`src/rtl/onset_detect_bank.sv`:
```
// Multi-band onset detector: rectify, leaky envelope, half-wave-rectified envelope
// difference and per-frame onset sums, one band per cycle through a shared datapath.
module onset_detect_bank #(
    parameter int unsigned W           = 8,
    parameter int unsigned NBANDS      = 6,
    parameter int unsigned ALPHA_SHIFT = 3,
    parameter int unsigned FRAME_LEN   = 64
) (
    input  logic                                           clk,
    input  logic                                           reset,
    input  logic                                           ready,
    input  logic [NBANDS*W-1:0]                            bands_in,
    output logic [NBANDS*W-1:0]                            env_out,
    output logic [NBANDS*W-1:0]                            onset_out,
    output logic                                           sample_done,
    output logic [NBANDS*(W-1+$clog2(FRAME_LEN))-1:0]      frame_sum,
    output logic                                           frame_valid,
    output logic                                           busy,
    output logic                                           overrun
);

    localparam int unsigned FW = $clog2(FRAME_LEN);
    localparam int unsigned AW = W - 1 + FW;
    localparam int unsigned EW = W - 1 + ALPHA_SHIFT;
    localparam int unsigned VW = W - 1;
    localparam int unsigned IW = (NBANDS > 1) ? $clog2(NBANDS) : 1;
    localparam logic [W-1:0] XMIN = {1'b1, {(W-1){1'b0}}};

    typedef enum logic [1:0] {IDLE, PROC, DONE} state_t;

    state_t          r_state;
    state_t          w_state_next;
    logic            w_accept;
    logic            w_drop;
    logic            w_last_band;
    logic            w_frame_last;

    logic [NBANDS*W-1:0] r_hold;
    logic [IW-1:0]       r_idx;
    logic [FW-1:0]       r_cnt;

    logic [EW-1:0]   r_e        [NBANDS];
    logic [VW-1:0]   r_env_prev [NBANDS];
    logic [VW-1:0]   r_onset_stg[NBANDS];
    logic [AW-1:0]   r_acc      [NBANDS];
    logic [AW-1:0]   r_fsum_stg [NBANDS];

    logic [NBANDS*W-1:0]  r_env_out;
    logic [NBANDS*W-1:0]  r_onset_out;
    logic [NBANDS*AW-1:0] r_frame_sum;
    logic                 r_sample_done;
    logic                 r_frame_valid;
    logic                 r_busy;
    logic                 r_overrun;

    logic [W-1:0]    w_x;
    logic [EW-1:0]   w_e;
    logic [VW-1:0]   w_env_prev;
    logic [AW-1:0]   w_acc;
    logic [VW-1:0]   w_r;
    logic [EW-1:0]   w_e_new;
    logic [VW-1:0]   w_env_new;
    logic [W:0]      w_d;
    logic [VW-1:0]   w_onset;
    logic [AW-1:0]   w_acc_sum;

    assign w_last_band  = (r_idx == IW'(NBANDS - 1));
    assign w_frame_last = (r_cnt == FW'(FRAME_LEN - 1));

    // State register
    always_ff @(posedge clk) begin
        if (reset) begin
            r_state <= IDLE;
        end else begin
            r_state <= w_state_next;
        end
    end

    // Next-state logic; a ready pulse outside IDLE is dropped and flagged
    always_comb begin
        w_state_next = r_state;
        w_accept     = 1'b0;
        w_drop       = 1'b0;
        case (r_state)
            IDLE: begin
                if (ready) begin
                    w_accept     = 1'b1;
                    w_state_next = PROC;
                end
            end
            PROC: begin
                w_drop = ready;
                if (w_last_band) begin
                    w_state_next = DONE;
                end
            end
            DONE: begin
                w_drop       = ready;
                w_state_next = IDLE;
            end
            default: begin
                w_state_next = IDLE;
            end
        endcase
    end

    // Select the band currently being processed
    always_comb begin
        w_x        = '0;
        w_e        = '0;
        w_env_prev = '0;
        w_acc      = '0;
        for (int b = 0; b < NBANDS; b++) begin
            if (r_idx == IW'(b)) begin
                w_x        = r_hold[b*W +: W];
                w_e        = r_e[b];
                w_env_prev = r_env_prev[b];
                w_acc      = r_acc[b];
            end
        end
    end

    // Shared per-band datapath; E stays below 2^EW since it converges to r << ALPHA_SHIFT
    always_comb begin
        if (w_x == XMIN) begin
            w_r = '1;
        end else if (w_x[W-1]) begin
            w_r = (~w_x[VW-1:0]) + VW'(1);
        end else begin
            w_r = w_x[VW-1:0];
        end
        w_e_new   = w_e + EW'(w_r) - (w_e >> ALPHA_SHIFT);
        w_env_new = VW'(w_e_new >> ALPHA_SHIFT);
        w_d       = {2'b00, w_env_new} - {2'b00, w_env_prev};
        if (w_d[W] || (w_d == '0)) begin
            w_onset = '0;
        end else if (w_d[W-1]) begin
            w_onset = '1;
        end else begin
            w_onset = w_d[VW-1:0];
        end
        w_acc_sum = w_acc + AW'(w_onset);
    end

    // Capture, band index and status flags
    always_ff @(posedge clk) begin
        if (reset) begin
            r_hold    <= '0;
            r_idx     <= '0;
            r_busy    <= 1'b0;
            r_overrun <= 1'b0;
        end else begin
            r_busy <= (w_state_next != IDLE);
            if (w_drop) begin
                r_overrun <= 1'b1;
            end
            if (w_accept) begin
                r_hold <= bands_in;
                r_idx  <= '0;
            end else if (r_state == PROC) begin
                r_idx <= r_idx + IW'(1);
            end
        end
    end

    // Per-band state, staged results and frame accumulation
    always_ff @(posedge clk) begin
        if (reset) begin
            for (int b = 0; b < NBANDS; b++) begin
                r_e[b]         <= '0;
                r_env_prev[b]  <= '0;
                r_onset_stg[b] <= '0;
                r_acc[b]       <= '0;
                r_fsum_stg[b]  <= '0;
            end
        end else if (r_state == PROC) begin
            for (int b = 0; b < NBANDS; b++) begin
                if (r_idx == IW'(b)) begin
                    r_e[b]         <= w_e_new;
                    r_env_prev[b]  <= w_env_new;
                    r_onset_stg[b] <= w_onset;
                    if (w_frame_last) begin
                        r_fsum_stg[b] <= w_acc_sum;
                        r_acc[b]      <= '0;
                    end else begin
                        r_acc[b]      <= w_acc_sum;
                    end
                end
            end
        end
    end

    // All outputs publish together when the sample completes
    always_ff @(posedge clk) begin
        if (reset) begin
            r_env_out     <= '0;
            r_onset_out   <= '0;
            r_frame_sum   <= '0;
            r_sample_done <= 1'b0;
            r_frame_valid <= 1'b0;
            r_cnt         <= '0;
        end else begin
            r_sample_done <= 1'b0;
            r_frame_valid <= 1'b0;
            if (r_state == DONE) begin
                r_sample_done <= 1'b1;
                r_cnt         <= r_cnt + FW'(1);
                for (int b = 0; b < NBANDS; b++) begin
                    r_env_out[b*W +: W]   <= {1'b0, r_env_prev[b]};
                    r_onset_out[b*W +: W] <= {1'b0, r_onset_stg[b]};
                end
                if (w_frame_last) begin
                    r_frame_valid <= 1'b1;
                    for (int b = 0; b < NBANDS; b++) begin
                        r_frame_sum[b*AW +: AW] <= r_fsum_stg[b];
                    end
                end
            end
        end
    end

    assign env_out     = r_env_out;
    assign onset_out   = r_onset_out;
    assign frame_sum   = r_frame_sum;
    assign sample_done = r_sample_done;
    assign frame_valid = r_frame_valid;
    assign busy        = r_busy;
    assign overrun     = r_overrun;

endmodule

```
`config.mk`:
```
export PLATFORM = sky130hd
export DESIGN_NAME = onset_detect_bank
export DESIGN_NICKNAME = d
export VERILOG_FILES = /design/src/rtl/onset_detect_bank.sv
export SDC_FILE = /design/constraint.sdc
export NUM_CORES = 1
export LEC_CHECK = 0
export CAP_MARGIN = 25
export CORE_UTILIZATION = 45
export DETAILED_ROUTE_END_ITERATION = 10
export PLACE_DENSITY = 0.62
export SETUP_SLACK_MARGIN = 0.1
export SLEW_MARGIN = 20
export SYNTH_ARGS = -nofsm -noshare
export SYNTH_HDL_FRONTEND = slang
export SYNTH_SLANG_ARGS = --single-unit
```
`constraint.sdc`:
```
create_clock -name clk -period 11.7 [get_ports clk]
set_input_delay 3.51 -clock clk [delete_from_list [all_inputs] [get_ports clk]]
set_output_delay 3.51 -clock clk [all_outputs]
set_load 0.02 [all_outputs]
```
; Word level (Yosys, flattened, before mapping)
; Memories as Yosys holds them, arrays and structs flattened. A register that Yosys moved wholly into a read port is not among the register bits.
; Index checks and enable logic that the tools add are counted.
[word_totals]
reg_bits = 105
latch_bits = 0
mem_bits_rw = 300
rom_bits = 0
in_bits = 51
word_cells = 224
mem_count = 5
[classes]
add_sub_neg = 7
multipliers = 0
n_div = 0
magnitude_cmp = 0
n_eq_ne = 9
n_shift = 0
mux = 147
n_bitwise = 38
reduce_logical = 9
[mem_list]
columns = memory, depth, word_bits, read_ports, rd_clocked_by_memory_dff, wr, line
row1 = r_acc, 6, 13, 6, 0, 6, 45  ; logic [AW-1:0] r_acc [NBANDS];
row2 = r_fsum_stg, 6, 13, 6, 6, 6, 46  ; logic [AW-1:0] r_fsum_stg [NBANDS];
row3 = r_e, 6, 10, 6, 0, 6, 42  ; logic [EW-1:0] r_e [NBANDS];
row4 = r_env_prev, 6, 7, 6, 0, 6, 43  ; logic [VW-1:0] r_env_prev [NBANDS];
row5 = r_onset_stg, 6, 7, 6, 6, 6, 44  ; logic [VW-1:0] r_onset_stg[NBANDS];
[op_table]
columns = cell, n
row1 = $mux 13, 24
row2 = $mux 7, 22
row3 = $mux 10, 12
row4 = $mux 1, 80
row5 = $mux 8, 6
row6 = $or 1x1->1, 36
row7 = $add 13x7->13, 1
row8 = $add 10x7->10, 1
row9 = $sub 10x7->10, 1
row10 = $logic_not 9->1, 1
row11 = $eq 8x8->1 const B, 1
row12 = $sub 7x7->8, 1
row13 = $add 7x1->7 const B, 1
row14 = $not 7->7, 1
row15 = $add 6x1->6 const B, 1
row16 = $eq 3x2->1 const B, 2
row17 = $eq 3x3->1 const B, 2
row18 = $eq 6x6->1 const B, 1
row19 = $reduce_or 2->1, 3
row20 = $mux 2, 2
row21 = $pmux 2 s2, 1
row22 = $add 3x1->3 const B, 1
row23 = $eq 3x1->1 const B, 1
row24 = $logic_not 3->1, 1
row25 = 7 further kinds, 7

; Longest topological paths before layout
; Gate-level depths: netlist of the first run.
[depth]
word_depth = 19
depth_mapped = 43

; Least setup slack after synthesis of the first run
; Ideal clock, no wire load.
[synth_timing]
kind = reg2reg
from = reg r_idx[2]
to = mem r_acc[3][10] in the netlist's numbering (data pin)
setup_time_ns = 0.269
arrival_ns = 7.917
required_ns = 11.431
slack_ns = 3.514
path_stages_with_launch = 40
path_cell_list = dfxtp_1 > buf_6 > buf_2 > clkinv_1 > ha_1 > buf_2 > clkbuf_1 > or3_1 > o221ai_1 > ha_1 > inv_1 > a311oi_1 > nand4b_1 > o21ai_0 > nand3_1 > fa_1 > inv_1 > ha_1 > (+4 left out) > nor3b_1 > nor2_1 > ha_1 > o21ai_0 > a31oi_1 > nor2_1 > clkbuf_1 > nor2_1 > ha_1 > inv_1 > fa_1 > nor2b_1 > o21a_1 > o21ai_0 > a211o_1 > o21ai_0 > buf_4 > a21oi_2
[synth_lines]
columns = element, line
row1 = from (decl), 39  ; logic [IW-1:0] r_idx;
row2 = from (signal assigned), 161  ; r_idx <= r_idx + IW'(1);
row3 = to (decl), 45

==> flow_metrics.env, run 1 <==
export IMPL_setup_tns_ns=0
export IMPL_async_reset_ff_frac=0
export IMPL_setup_ws_ns=1.70
export IMPL_yosys_area_top_type="edfxtp_1"
export IMPL_diodes=0
export IMPL_die_h_um=216
export IMPL_firstDrtPassIters=6
export IMPL_critPathLaunchType="flop"
export IMPL_crit_type="flop to flop"
export IMPL_route_top_layer_used="met4"
export IMPL_wire_per_inst_um=20.4
export IMPL_drtIter0Drc=1226
export IMPL_dr_total_vias=15400
export IMPL_dp_hpwl_mm=37.2
export IMPL_dr_wl_met2_mm=26.5
export IMPL_cts_repair_resized=0
export IMPL_netlist_top_cells_area="edfxtp_1 (38%), dfxtp_1 (22%), nand2_1 (5.8%)"
export IMPL_post_route_drc_count=0
export IMPL_synth_seq_area_share=0.595
export IMPL_synth_flop_cell="edfxtp_1"
export IMPL_rsz0062_at_grt="false"
export IMPL_holdCritPathClass="flop to flop"
export IMPL_layout_common_cells="nand2_1 (317), nor2_1 (294), edfxtp_1 (258)"
export IMPL_track_usage=0.243
export IMPL_overflow=0
export IMPL_hold_slack_ns=0.452
export IMPL_clkLatencyLatePin_ns=0.60
export IMPL_clk_pin_slew_ns=0.06
export IMPL_rows=78
export IMPL_min_period_over_period=0.855
export IMPL_fill_cells=4059
export IMPL_synth_avg_cell_area_um2=10.2
export IMPL_drive_gt1_frac=0.0638
export IMPL_clockRootBuffer="clkbuf_16"
export IMPL_ir_drop_uv=393
export IMPL_htreeDepth=2
export IMPL_setup_violations=0
export IMPL_drv_slew=0
export IMPL_core_mm2=0.0453
export IMPL_skew_ns=0.0289
export IMPL_drt_met1_wl_mm=25.6
export IMPL_synth_cell_types=72
export IMPL_dp_cells=2715
export IMPL_outcome="completed"
export IMPL_die_width_um=216
export IMPL_finalWirelength_mm=57.3
export IMPL_post_cts_buffers=0
export IMPL_fmax_ghz=0.100
export IMPL_syn_inst=2016
export IMPL_layout_commonest_cell="nand2_1"
export IMPL_wl_met3_mm=4.05
export IMPL_synth_top_area_frac=0.376
export IMPL_grt_pass1_vias=14900
export IMPL_grt_max_degree=134
export IMPL_gp_congestion=0.895
export IMPL_arrival_ns=10.29
export IMPL_required_ns=11.99
export IMPL_p_leak_nw=8.76
export IMPL_fin_nets=2264
export IMPL_via_per_inst=5.47
export IMPL_grt_pass1_wl_mm=87.4
export IMPL_p_per_area_mw_per_mm2=251
export IMPL_cp_max_fo=33
export IMPL_multiInputGateArea_mm2=0.00748
export IMPL_antenna_left=0
export IMPL_finish_utilization=0.547
export IMPL_ios=229
export IMPL_syn_to_final_growth_pct=20.2
export IMPL_tightest_slew_ns=1.00
export IMPL_fin_crit_ns=10.0
export IMPL_initial_core_util=0.455
export IMPL_portBuffers=216
export IMPL_die_area_mm2=0.0466
export IMPL_seq_area_mm2=0.0123
export IMPL_cap_viol_max_count=0
export IMPL_cts_tree="built"
export IMPL_maxSlewHeadroom=0.331
export IMPL_synth_seq_cells=483
export IMPL_antenna_found_initial=1
export IMPL_yosysWarnings=0
export IMPL_hold_viol=0
export IMPL_dp_slack_ns=1.37
export IMPL_cts_hold_buffers=0
export IMPL_synth_edff_count=258
export IMPL_cpMaxStageDelayCell="nor3b_2"
export IMPL_numCtsBuffers=50
export IMPL_clock_sinks=483
export IMPL_end_kind="flop"
export IMPL_cpPeakStageDelay_ns=0.85
export IMPL_clk_path_buf_depth=3
export IMPL_syn_area_mm2=0.0206
export IMPL_stdcell_count=2809
[worst max-delay path, delay by kind of cell, from the launching register on]
family	cells	cell delay, ns
compound gates	11	3.03
xor+xnor	1	0.50
fa+ha+maj	6	2.21
buf+inv	6	0.88
flops	1	0.69
simple gates	9	2.36
[layer usage]
metal	up-vias	track usage
li1	7250	-
met1	7492	0.341
met2	545	0.384
met3	75	0.0472
met4	0	0.0660
met5	-	0
[state kept, by name, indices dropped and copies added, names as in the netlist]
| signal | flops |
|---|---|
| onset_out | 42 |
| overrun | 1 |
| r_state | 2 |
| r_acc | 78 |
| sample_done | 1 |
| r_env_prev | 17 |
| r_idx | 3 |
| frame_valid | 1 |
| env_out | 42 |
| r_cnt | 6 |
| frame_sum | 78 |
| busy | 1 |
| r_e | 43 |
| r_hold | 48 |
| r_fsum_stg | 78 |
| r_onset_stg | 42 |
[cell type report]
class / count / area share
Clock buffer: 80 / 0.0609
Clock inverter: 11 / 0.00394
Inverter: 56 / 0.00849
Multi-Input combinational cell: 1329 / 0.302
Sequential cell: 483 / 0.495
Tap cell: 600 / 0.0303
Timing Repair Buffer: 250 / 0.0995
[cell usage after synthesis, drive strengths merged (15+ instances only)]
library cell and count:
nor3 67, a211oi 15, buf 62, clkbuf 97
dfxtp 225, inv 55, mux2i 86, nor2b 19
a21o 21, a21oi 208, edfxtp 258, nand2 318
nor2 294, a221oi 21, ha 34, o21ai 45
o21a 16
[power breakdown]
group | switching, W | internal [W] | total [W]
registers | 0.0000349 | 0.00187 | 0.00190
clock network | 0.000658 | 0.000906 | 0.00156
logic | 0.00201 | 0.000738 | 0.00275
total | 0.00271 | 0.00351 | 0.00622
[metrics by stage]
step | instance area [um2] | power (W)
4_1_cts | 24700 | 0.00621
3_3_place_gp | 23100 | 0.00458
3_5_place_dp | 23100 | 0.00463
5_1_grt | 24800 | 0.00650
2_1_floorplan | 20600 | 0.00360
6_report | 24800 | 0.00622
[path summary, 6_finish.rpt]
| path | end | depth (start not counted) | startpoint | slack (ns) |
|---|---|---|---|---|
| hold / removal | frame_sum[67] | 2 | frame_sum[67] | 0.45 |
| setup reg to reg | r_fsum_stg[5][6] | 33 | r_idx[2] | 1.70 |
| hold reg to reg | frame_sum[67] | 2 | frame_sum[67] | 0.45 |
| setup / recovery | r_fsum_stg[5][6] | 33 | r_idx[2] | 1.70 |
[cell families after synthesis]
kind of cell	Yosys count	share of synthesized area
other cells	1	0.000182
xor+xnor	21	0.00929
fa+ha+maj	43	0.0294
buf+inv	215	0.0460
simple gates	774	0.159
compound gates	392	0.119
flops	483	0.595
mux	87	0.0423
No activity file was read; power rests on OpenSTA's default activity.
==> inputs of run 2 (changes only) <==
--- a/config.mk
+++ b/config.mk
@@ -6,9 +6,10 @@
 export NUM_CORES = 1
 export LEC_CHECK = 0
 export CAP_MARGIN = 25
-export CORE_UTILIZATION = 45
+export CORE_UTILIZATION = 56
 export DETAILED_ROUTE_END_ITERATION = 10
-export PLACE_DENSITY = 0.62
+export HOLD_SLACK_MARGIN = 0.02
+export PLACE_DENSITY = 0.75
 export SETUP_SLACK_MARGIN = 0.1
 export SLEW_MARGIN = 20
 export SYNTH_ARGS = -nofsm -noshare
==> run 2 against run 1 <==
Sequential cell count did not move. Die area shrank 19%. Power shrank 0.14%. Global-route usage rose by 4.9 points. Register-to-register slack got worse by 0.61 ns. Setup slack lost 0.61 ns. Critical endpoint is now r_fsum_stg[4][8]. Sequential power barely moved. Fmax fell by 5.8%. Non-clock buffer count decreased by 6. Combinational power about the same. Largest power group unchanged.
==> flow_metrics.env, run 2 (same netlist as run 1, synthesis figures left out) <==
export IMPL_outcome="completed"
export IMPL_fin_nets=2256
export IMPL_post_cts_buffers=0
export IMPL_antenna_left=0
export IMPL_grt_pass1_vias=15100
export IMPL_clock_sinks=483
export IMPL_htreeDepth=2
export IMPL_wire_per_inst_um=20.7
export IMPL_crit_buf_inv=5
export IMPL_diodes=0
export IMPL_cts_hold_buffers=0
export IMPL_drv_slew=0
export IMPL_hold_viol=0
export IMPL_layout_commonest_cell="nand2_1"
export IMPL_hold_depth=2
export IMPL_setup_violations=0
export IMPL_skew_ns=0.0249
export IMPL_p_leak_nw=8.71
export IMPL_track_usage=0.292
export IMPL_path_delay_family="compound AO/OA/AOI/OAI gates"
export IMPL_dp_hpwl_mm=36.1
export IMPL_tightest_slew_ns=1.09
export IMPL_post_route_drc_count=0
export IMPL_syn_to_final_growth_pct=18.9
export IMPL_cp_max_fo=28
export IMPL_grt_pass1_wl_mm=85.6
export IMPL_swShare=0.437
export IMPL_fin_crit_ns=10.61
export IMPL_drtIter0Drc=1767
export IMPL_via_per_inst=5.89
export IMPL_end_kind="flop"
export IMPL_dr_total_vias=15700
export IMPL_cp_depth=32
export IMPL_antenna_found_initial=0
export IMPL_drive_gt1_frac=0.0618
export IMPL_place_area_mm2=0.0229
export IMPL_sequentialPowerShare=0.306
export IMPL_crit_type="flop to flop"
export IMPL_numCtsBuffers=48
export IMPL_die_area_mm2=0.0376
export IMPL_rows=69
export IMPL_finalWirelength_mm=55.2
export IMPL_arrival_ns=10.92
export IMPL_multiInputGateArea_mm2=0.00749
export IMPL_critPathLaunchType="flop"
export IMPL_grt_max_degree=98
export IMPL_clk_path_buf_depth=3
export IMPL_initial_core_util=0.574
export IMPL_die_h_um=194
export IMPL_setup_tns_ns=0
export IMPL_firstDrtPassIters=6
export IMPL_cp_startpoint="r_idx[2]"
export IMPL_fmax_ghz=0.0942
export IMPL_finish_utilization=0.682
export IMPL_die_width_um=194
export IMPL_ios=229
export IMPL_cap_viol_max_count=0
export IMPL_overflow=0
export IMPL_design_area_mm2=0.0245
export IMPL_cpPeakStageDelay_ns=0.98
export IMPL_hold_slack_ns=0.454
export IMPL_required_ns=12.00
export IMPL_worst_r2r_cell_count=32
export IMPL_p_switching_w=0.00271
export IMPL_layout_common_cells="nand2_1 (317), nor2_1 (294), edfxtp_1 (258)"
export IMPL_clkLatencyLatePin_ns=0.60
export IMPL_rsz0062_at_grt="false"
export IMPL_portBuffers=216
export IMPL_gp_congestion=0.913
export IMPL_maxSlewHeadroom=0.272
export IMPL_min_period_over_period=0.907
export IMPL_cpMaxStageDelayCell="dfxtp_1"
export IMPL_power_w=0.00621
export IMPL_p_clk_frac=0.252
export IMPL_clockRootBuffer="clkbuf_16"
export IMPL_core_mm2=0.0359
export IMPL_holdCritPathClass="flop to flop"
export IMPL_ir_drop_uv=414
export IMPL_cts_repair_resized=0
export IMPL_clk_pin_slew_ns=0.06
export IMPL_p_int_w=0.00350
export IMPL_p_per_area_mw_per_mm2=253
export IMPL_seq_area_mm2=0.0123
export IMPL_worstHoldStart="frame_sum[12]"
export IMPL_rr_startpoint="r_idx[2]"
export IMPL_cts_tree="built"
export IMPL_fill_cells=2773
export IMPL_comb_power_share=0.442
-- run 2: through the flow --
step	std cells	setup slack [ns]
6_report	2662	1.09
5_1_grt	2662	0.303
4_1_cts	2661	1.35
3_5_place_dp	2572	1.45
3_3_place_gp	2570	1.52
2_1_floorplan	2027	3.51
-- run 2: layout make-up --
type                    count  share of cell area
repair buffers            244              0.0970
clock inverters            25              0.0114
clock buffers              64              0.0536
flip-flops and latches    483               0.500
multi-input cells        1329               0.306
inverters                  56             0.00858
well taps                 461              0.0235
-- run 2: worst min-delay path, delay by kind of cell, from the launching register on --
kind / cells / cell delay [ns]
AOI/OAI and AO/OA: 1 / 0.05
DFF: 1 / 0.31
and+or+nand+nor: 1 / 0.05
-- run 2: worst paths after layout --
check,to,slack (ns)
worst max register to register,r_fsum_stg[4][8],1.09
worst min register to register,frame_sum[12],0.45
worst min-delay path,frame_sum[12],0.45
worst max-delay path,r_fsum_stg[4][8],1.09
-- run 2: power groups by stage --
stage / sequential (W) / combinational [W] / clock, W
finish: 0.00190 / 0.00275 / 0.00156
global route: 0.00191 / 0.00293 / 0.00165
CTS: 0.00190 / 0.00265 / 0.00158
detailed placement: 0.00193 / 0.00263 / 0
global placement: 0.00193 / 0.00256 / 0
floorplan: 0.00192 / 0.00168 / 0
-- run 2: per-layer routing --
| metal | wire [um] | GRT usage |
|---|---|---|
| met1 | 23400 | 0.403 |
| met3 | 4950 | 0.0548 |
| met4 | 1290 | 0.0938 |
| met2 | 25600 | 0.468 |
| met5 | 0 | 0 |
==> inputs of run 3 (changes only) <==
--- a/config.mk
+++ b/config.mk
@@ -10,7 +10,7 @@
 export DETAILED_ROUTE_END_ITERATION = 10
 export HOLD_SLACK_MARGIN = 0.02
 export PLACE_DENSITY = 0.75
-export SETUP_SLACK_MARGIN = 0.1
+export SETUP_SLACK_MARGIN = 0.4
 export SLEW_MARGIN = 20
 export SYNTH_ARGS = -nofsm -noshare
 export SYNTH_HDL_FRONTEND = slang
==> run 3 against run 2 <==
Via count decreased by 0.31%. Clock power barely moved. Setup slack gained 0.25 ns. Sequential cell count unchanged. Power about the same. Critical path depth stayed put. Combinational power is essentially flat. Sequential share of layout area barely moved. Hold slack about the same. Design area barely moved. Clock skew hardly changed. Largest power group unchanged. Critical endpoint is now r_fsum_stg[4][9].
==> flow_metrics.env, run 3 (same netlist as run 1, synthesis figures left out) <==
export IMPL_firstDrtPassIters=6
export IMPL_syn_to_final_growth_pct=18.9
export IMPL_outcome="completed"
export IMPL_drive_gt1_frac=0.0622
export IMPL_wire_per_inst_um=20.8
export IMPL_clk_pin_slew_ns=0.06
export IMPL_fin_nets=2256
export IMPL_setup_tns_ns=0
export IMPL_track_usage=0.292
export IMPL_crit_type="flop to flop"
export IMPL_die_area_mm2=0.0376
export IMPL_post_route_drc_count=0
export IMPL_cpMaxStageDelayCell="dfxtp_1"
export IMPL_fin_crit_ns=10.37
export IMPL_clkLatencyLatePin_ns=0.60
export IMPL_cts_hold_buffers=0
export IMPL_initial_core_util=0.574
export IMPL_arrival_ns=10.67
export IMPL_layout_common_cells="nand2_1 (317), nor2_1 (294), edfxtp_1 (258)"
export IMPL_ios=229
export IMPL_overflow=0
export IMPL_antenna_left=0
export IMPL_dr_total_vias=15600
export IMPL_crit_buf_inv=5
export IMPL_finalWirelength_mm=55.3
export IMPL_rsz0062_at_grt="false"
export IMPL_cp_max_fo=28
export IMPL_htreeDepth=2
export IMPL_p_leak_nw=8.71
export IMPL_clk_path_buf_depth=3
export IMPL_die_h_um=194
export IMPL_p_per_area_mw_per_mm2=253
export IMPL_clockRootBuffer="clkbuf_16"
export IMPL_setup_violations=0
export IMPL_dp_hpwl_mm=36.1
export IMPL_layout_commonest_cell="nand2_1"
export IMPL_gp_congestion=0.913
export IMPL_grt_max_degree=98
export IMPL_fmax_ghz=0.0965
export IMPL_rows=69
export IMPL_setup_ws_ns=1.33
export IMPL_place_area_mm2=0.0229
export IMPL_die_width_um=194
export IMPL_portBuffers=216
export IMPL_core_mm2=0.0359
export IMPL_cap_viol_max_count=0
export IMPL_drv_slew=0
export IMPL_required_ns=12.00
export IMPL_design_area_mm2=0.0245
export IMPL_ir_drop_uv=417
export IMPL_clock_sinks=483
export IMPL_dp_slack_ns=1.45
export IMPL_holdCritPathClass="flop to flop"
export IMPL_grt_pass1_wl_mm=85.6
export IMPL_cts_tree="built"
export IMPL_cpPeakStageDelay_ns=0.98
export IMPL_tightest_slew_ns=1.07
export IMPL_min_period_over_period=0.886
export IMPL_end_kind="flop"
export IMPL_antenna_found_initial=0
export IMPL_numCtsBuffers=48
export IMPL_grt_pass1_vias=15100
export IMPL_critPathLaunchType="flop"
export IMPL_diodes=0
export IMPL_via_per_inst=5.87
export IMPL_path_delay_family="compound AO/OA/AOI/OAI gates"
export IMPL_skew_ns=0.0246
export IMPL_maxSlewHeadroom=0.284
export IMPL_hold_viol=0
export IMPL_drtIter0Drc=1792
run 3: cell count changes in the layout (fill, tap and decap cells not counted):
cell / change
xor2_1: -1
xor2_2: +1
run 3: worst paths after layout:
kind / endpoint / startpoint / slack (ns) / cells after the start
max: r_fsum_stg[4][9] / r_idx[2] / 1.33 / 32
min: frame_sum[12] / frame_sum[12] / 0.45 / 2
max reg2reg: r_fsum_stg[4][9] / r_idx[2] / 1.33 / 32
min reg2reg: frame_sum[12] / frame_sum[12] / 0.45 / 2
run 3: stage by stage:
step / hold WS (ns) / util / power (W) / cells
2_1_floorplan: 0.431 / - / 0.00360 / 2027
3_3_place_gp: 0.444 / 0.637 / 0.00450 / 2570
3_5_place_dp: 0.447 / 0.638 / 0.00456 / 2572
4_1_cts: 0.455 / 0.682 / 0.00612 / 2661
5_1_grt: 0.467 / 0.682 / 0.00648 / 2662
6_report: 0.454 / 0.682 / 0.00621 / 2662
run 3: final cells by class:
type                            count  area (um2)
Tap cell                          461         577
Inverter                           56         210
Timing Repair Buffer              244        2380
Sequential cell                   483       12300
Clock inverter                     25         280
Clock buffer                       64        1310
Fill cell                        2773       11400
Multi-Input combinational cell   1329        7500
run 3: worst register-to-register path: cells and delay by family, from the launching register on:
family | cells | cell delay [ns]
AO/OA/AOI/OAI | 14 | 4.51
flip-flops | 1 | 0.98
AND/OR/NAND/NOR | 6 | 0.96
buffers and inverters | 5 | 0.91
XOR/XNOR | 1 | 0.52
adder cells (fa/ha/maj) | 6 | 2.20
run 3: what timing repair did:
| item | 4_1_cts | 5_1_grt |
|---|---|---|
| buffers inserted | 0 | 0 |
| endpoints found under the setup margin | 0 | 11 |
| resized for setup | 0 | 1 |
run 3: where the power goes:
| part | switching, W | leakage, nW | internal [W] | total (W) |
|---|---|---|---|---|
| logic | 0.00202 | 3.49 | 0.000726 | 0.00275 |
| registers | 0.0000337 | 4.45 | 0.00187 | 0.00190 |
| clock network | 0.000662 | 0.777 | 0.000904 | 0.00157 |
run 3: metal layers:
metal,GRT usage,up-vias,part of all wire
met5,0,-,0
met4,0.0938,0,0.024
met3,0.0548,103,0.087
met2,0.468,784,0.46
met1,0.403,7529,0.43
li1,-,7223,-
